## src/rtl/seq_store.sv

```systemverilog
// Sequence store: append-only element buffer with handshaked playback
// and a registered random-read port.
module seq_store #(
    parameter int unsigned WIDTH = 3,
    parameter int unsigned DEPTH = 16,
    localparam int unsigned AW   = $clog2(DEPTH),
    localparam int unsigned LW   = AW + 1
) (
    input  logic             clk,
    input  logic             rst,
    input  logic             clear,
    input  logic             push,
    input  logic [WIDTH-1:0] push_data,
    output logic             push_err,
    input  logic             play_start,
    output logic             play_valid,
    input  logic             play_ready,
    output logic [WIDTH-1:0] play_data,
    output logic             play_last,
    input  logic [AW-1:0]    rd_idx,
    output logic [WIDTH-1:0] rd_data,
    output logic [LW-1:0]    len,
    output logic             full,
    output logic             empty
);

    typedef enum logic {
        IDLE = 1'b0,
        PLAY = 1'b1
    } state_t;

    state_t           state_q, state_d;
    logic [AW-1:0]    idx_q, idx_d;
    logic [LW-1:0]    len_q, len_d;
    logic             push_err_q, push_err_d;
    logic [WIDTH-1:0] rd_data_q, rd_data_d;
    logic             mem_we;
    logic [WIDTH-1:0] mem_q [DEPTH];

    assign full       = (len_q == LW'(DEPTH));
    assign empty      = (len_q == '0);
    assign len        = len_q;
    assign push_err   = push_err_q;
    assign rd_data    = rd_data_q;
    assign play_valid = (state_q == PLAY);
    assign play_data  = (state_q == PLAY) ? mem_q[idx_q] : '0;
    assign play_last  = (state_q == PLAY) && (LW'(idx_q) == (len_q - LW'(1)));

    // Next-state: clear overrides everything; push and play_start may share a
    // cycle in IDLE, in which case playback covers the freshly appended element.
    always_comb begin
        state_d    = state_q;
        idx_d      = idx_q;
        len_d      = len_q;
        push_err_d = 1'b0;
        mem_we     = 1'b0;
        rd_data_d  = (LW'(rd_idx) < len_q) ? mem_q[rd_idx] : '0;
        if (clear) begin
            state_d = IDLE;
            idx_d   = '0;
            len_d   = '0;
        end else begin
            case (state_q)
                IDLE: begin
                    if (push) begin
                        if (full) begin
                            push_err_d = 1'b1;
                        end else begin
                            mem_we = 1'b1;
                            len_d  = len_q + LW'(1);
                        end
                    end
                    if (play_start && (len_d != '0)) begin
                        state_d = PLAY;
                        idx_d   = '0;
                    end
                end
                PLAY: begin
                    push_err_d = push;
                    if (play_ready) begin
                        if (play_last) begin
                            state_d = IDLE;
                            idx_d   = '0;
                        end else begin
                            idx_d = idx_q + AW'(1);
                        end
                    end
                end
                default: begin
                    state_d = IDLE;
                    idx_d   = '0;
                end
            endcase
        end
    end

    always_ff @(posedge clk) begin
        if (rst) begin
            state_q    <= IDLE;
            idx_q      <= '0;
            len_q      <= '0;
            push_err_q <= 1'b0;
            rd_data_q  <= '0;
        end else begin
            state_q    <= state_d;
            idx_q      <= idx_d;
            len_q      <= len_d;
            push_err_q <= push_err_d;
            rd_data_q  <= rd_data_d;
        end
    end

    // Element storage is deliberately left out of reset.
    always_ff @(posedge clk) begin
        if (!rst && mem_we) begin
            mem_q[len_q[AW-1:0]] <= push_data;
        end
    end

endmodule

```

## config.mk

```make
export PLATFORM = sky130hd
export DESIGN_NAME = seq_store
export DESIGN_NICKNAME = d
export VERILOG_FILES = /design/src/rtl/seq_store.sv
export SDC_FILE = /design/constraint.sdc
export NUM_CORES = 1
export LEC_CHECK = 0
export BUFFER_PORTS_ARGS = -buffer_cell sky130_fd_sc_hd__clkbuf_2
export CORE_AREA = 2 2 85 87
export DETAILED_ROUTE_END_ITERATION = 12
export DIE_AREA = 0 0 87 89
export GPL_ROUTABILITY_DRIVEN = 0
export PLACE_DENSITY = 0.69
export REMOVE_ABC_BUFFERS = 1
export SYNTH_ARGS = -nofsm -noshare
export SYNTH_HDL_FRONTEND = slang
export SYNTH_SLANG_ARGS = --single-unit
```

## constraint.sdc

```tcl
create_clock -name clk -period 2.2 [get_ports clk]
set_input_delay 0.22 -clock clk [delete_from_list [all_inputs] [get_ports clk]]
set_output_delay 0.22 -clock clk [all_outputs]
set_load 0.1 [all_outputs]
```

# [Word level (Yosys, flattened, before mapping)]
# Memory sizes are Yosys's and may differ from the RTL's. A register that Yosys moved wholly into a read port is not among the register bits.
# Index checks and enable logic that the tools add are counted.
[totals] input_bits=13 elab_cells=48 ram_bits=48 ff_bits=11 n_memories=1 output_inout_bits=16
[mem_list] name="mem_q" words=16 width=3 read_ports=2 rd_clocked_by_memory_dff=2 wr=1 line_no="38" text="logic [WIDTH-1:0] mem_q [DEPTH];"
[classes] mux=24 bitwise=2 order_cmp=1 n_addsub=3 eq_ne=4 n_reduce_logical=9
[op_table] cell="$mux W4" n=5
[op_table] cell="$mux W5" n=4
[op_table] cell="$mux W1" n=11
[op_table] cell="$pmux W4 S2" n=1
[op_table] cell="$add A5 B1 Y5 const B" n=1
[op_table] cell="$eq A4 B5 Y1" n=1
[op_table] cell="$eq A5 B5 Y1 const B" n=1
[op_table] cell="$logic_not A5 Y1" n=1
[op_table] cell="$lt A4 B5 Y1" n=1
[op_table] cell="$reduce_bool A5 Y1" n=1
[op_table] cell="$sub A5 B1 Y5 const B" n=1
[op_table] cell="$add A4 B1 Y4 const B" n=1
[op_table] cell="$ne A2 B2 Y1 const B" n=2
[op_table] cell="$pmux W1 S2" n=2
[op_table] cell="$reduce_or A2 Y1" n=2
[op_table] cell="$logic_and A1 B1 Y1" n=3
[op_table] cell="$mux W3" n=1
[op_table] cell="$not A1 Y1" n=2
[op_table] cell="$reduce_and A2 Y1" n=1
[op_table] cell="$logic_not A1 Y1" n=1

# [Longest topological paths before layout]
[depth] ltp_word=11 mapped_depth=9

# [Worst setup path before layout]
# Ideal clock, no wire load.
[synth_path] path_kind="reg-to-reg" from="register len_q[0], in the netlist len[0]" to="register with a tool-made name" arrival_time_ns=3.240 setup_slack_ns=-1.168 required_ns=2.071 stages_incl_launch_ff=10 path_cell_list="dfxtp_1 -> clkbuf_1 -> inv_1 -> ha_1 -> xor2_1 -> nand3_1 -> a211o_1 -> inv_1 -> or3_1 -> o32ai_1"
[synth_lines] item="start: declaration" line_no="34" text="logic [LW-1:0] len_q, len_d;"
[synth_lines] item="start signal: assignment" line_no="107" text="len_q <= len_d;"

==> run summary <==
port bufs - 28
iteration-0 DRC count of the detailed router - 145
worst vdd rail ir drop - 0.4507 mV
violations in the final reports - setup timing
worst-skew pair later-pin latency - 350 ps
Yosys warning total - 0
count of mapped cells out of synthesis - 238
Critical Path Fanout Max - 6
max-slew violations - 0
number of global-route vias before repair - 2166
async set-reset flop share out of synthesis - 0%
worst hold path cell count - 2
vias after detailed routing - 2237
number of H-tree levels - 3
Critical Path End Type - primary output
Crit path required time - 1980 ps
Min-Delay Startpoint - rst
reported leakage power - 1.348 nW
Core Util, Final - 58.55%
buffer type at the clock tree root - sky130_fd_sc_hd__clkbuf_8
Max Cap Viol - 0
post-synthesis instance area - 0.003333 mm^2
maximum buffer depth of the clock tree - 2
Syn-to-layout area delta - 18.02%
area of the core region - 0.006719 mm^2
post-cts hold buffer count - 0
Post-Place Worst Slack - 37.84 ps
transition time at the pin with the least slew margin - 543.1 ps
post-synthesis area per instance - 14.01 um^2
io pins - 29
layout cells sized above 1 - 37.10%
slew margin rel. - 63.95%
Filler Cell Count - 546
Hold WS - 105.8 ps
post-synth top area cell - sky130_fd_sc_hd__edfxtp_1
Cell Count, Final, Fillers Out - 363
number of library cell types mapped by synthesis - 46
number of hold violations in the final report - 0
Crit Path Class - flop to primary output
first-pass GRT wire length - 12.10 mm
RSZ-0062 raised after global routing - yes
critical path arrival - 2220 ps
number of failing setup endpoints in the final timing report - 3
share of the yosys chip area belonging to registers - 54.05%
count of nets left with antenna violations after detail routing - 0
P per Cell Area - 656.0 mW/mm^2
register-to-register setup slack - 90 ps
first drt pass iteration count - 5
maximum clock frequency - 0.4094 GHz
leading cell type in the layout, fill and taps excluded - sky130_fd_sc_hd__edfxtp_1
number of nets in the final layout - 300
Rows - 30
register bit count reported by yosys - 66
TritonCTS Sinks - 66
WL/cell - 20.80 um
remaining routing DRC violations - 0
depth of the worst register-to-register path - 7
Die Height - 89 um
Startpoint Class - flop
number of antenna violations at the first check in global routing - 0
half-perimeter wire length after detailed placement - 5.569 mm
maximum number of pins on one net before global-route repair - 17
top library cells by usage in the layout, fill and taps aside - sky130_fd_sc_hd__edfxtp_1 (48), sky130_fd_sc_hd__mux4_2 (27), sky130_fd_sc_hd__clkbuf_2 (24)
post-placement cell count - 345
final instance area - 0.003934 mm^2
most area-consuming cells after synthesis - sky130_fd_sc_hd__edfxtp_1 (43%), sky130_fd_sc_hd__mux4_2 (14%), sky130_fd_sc_hd__dfxtp_1 (11%)
antenna cells - 0
die width - 87 um
cts bufs inserted - 9
class of the most critical hold timing path - primary input to flop
post-place instance area - 0.003670 mm^2
crit path setup slack, layout - -242.8 ps
vias per std cell - 6.163
sum of internal, switching and leakage power - 2.581 mW
top flip-flop cell by instance count after synthesis - sky130_fd_sc_hd__edfxtp_1
fraction of synthesized cell area taken by the top area cell type - 43.24%
EDFF count, synth - 48
clock tree from TritonCTS - built
die area - 0.007743 mm^2
outcome - complete, but fails checks
aggregate global-route resource usage - 21.64%
clock slew at reported path FFs - 80 ps
final cycle utilization of the critical path - 111.0%
clock period minus final worst setup slack - 2443 ps
initial cell density of the core - 49.61%
detailed-route wire length - 7.549 mm
reg-to-reg critical path startpoint - len[1]$_SDFFE_PP0N_
worst r2r dst - mem_q[4][2]$_DFFE_PP_
worst clock skew on the final layout - 8.524 ps
aggregate global routing overflow - 0
Hold Path Sink - rd_data[1]$_SDFF_PP0_
final-layout setup total negative slack - -624.2 ps
-- kinds of logic after synthesis --
family                   after synthesis  synth area share [%]
AND/OR/NAND/NOR                       66                 9.572
flip-flops                            66                 54.05
buffers and inverters                 23                 3.003
multiplexers                          34                 21.13
AO/OA/AOI/OAI                         32                 6.757
adder cells (fa/ha/maj)                9                 3.378
XOR/XNOR                               8                 2.102
-- metal layers --
layer	wire length (um)	GRT usage [%]	up-vias
met5	0	0	-
met4	134	7.386	0
met3	466	4.894	12
met2	3713	34.84	118
met1	3234	29.32	1097
li1	-	-	1010
-- cell type report --
type	count	area (um^2)	area share, %
Inverter	11	41.29	1.050
Multi-Input combinational cell	149	1461	37.15
Tap cell	80	100.1	2.545
Clock buffer	9	123.9	3.149
Timing Repair Buffer	41	330.3	8.397
Clock inverter	7	70.07	1.781
Sequential cell	66	1807	45.93
-- worst max-delay path by stage --
stage                              startpoint                endpoint
after floorplan           len[0]$_SDFFE_PP0N_                    flop
after global placement    len[0]$_SDFFE_PP0N_   mem_q[1][1]$_DFFE_PP_
after detailed placement  len[0]$_SDFFE_PP0N_  mem_q[12][0]$_DFFE_PP_
after CTS                                flop            play_data[0]
after global routing                     flop            play_data[0]
final                                    flop            play_data[0]
-- Yosys cell counts (2+ instances only) --
master,number
sky130_fd_sc_hd__inv_1,11
sky130_fd_sc_hd__nor3_1,5
sky130_fd_sc_hd__edfxtp_1,48
sky130_fd_sc_hd__clkbuf_1,6
sky130_fd_sc_hd__mux2_2,3
sky130_fd_sc_hd__nand3b_1,2
sky130_fd_sc_hd__buf_1,2
sky130_fd_sc_hd__or3_1,3
sky130_fd_sc_hd__and2_1,3
sky130_fd_sc_hd__nand2_1,12
sky130_fd_sc_hd__nand2b_1,3
sky130_fd_sc_hd__a21oi_1,7
sky130_fd_sc_hd__nor2_1,25
sky130_fd_sc_hd__o21ai_0,4
sky130_fd_sc_hd__ha_1,9
sky130_fd_sc_hd__mux2i_1,4
sky130_fd_sc_hd__xnor2_1,5
sky130_fd_sc_hd__dfxtp_1,18
sky130_fd_sc_hd__xor2_1,3
sky130_fd_sc_hd__mux4_2,21
sky130_fd_sc_hd__a21o_1,3
sky130_fd_sc_hd__a211oi_1,4
sky130_fd_sc_hd__o32ai_1,2
sky130_fd_sc_hd__buf_2,2
sky130_fd_sc_hd__nand4_1,3
sky130_fd_sc_hd__mux4_1,6
sky130_fd_sc_hd__and3_1,2
sky130_fd_sc_hd__nand3_1,4
-- power breakdown --
group	switching [mW]	internal, mW	total (mW)
clock	0.481	0.521	1.00
combinational	0.149	0.0881	0.237
sequential	0.00506	1.34	1.34
total	0.635	1.95	2.58
-- timing repair --
item	in CTS	in global routing
cloned	1	0
resized for setup	16	9
pin swaps	3	1
endpoints found under the setup margin	4	18
setup buffers	0	1
-- flip-flops by register name, indices dropped and copies added, names as in the netlist, named ones only --
signal	flops
mem_q	48
idx_q	4
play_valid	1
rd_data	3
push_err	1
len	5
-- critical path, cell delays in order (launching register included) --
cell and delay (ps):
sky130_fd_sc_hd__dfxtp_4 390, sky130_fd_sc_hd__buf_12 140, sky130_fd_sc_hd__mux4_2 540, sky130_fd_sc_hd__mux4_2 480, sky130_fd_sc_hd__and2_4 170, sky130_fd_sc_hd__buf_12 160
Power figures use the tool's default switching activity.
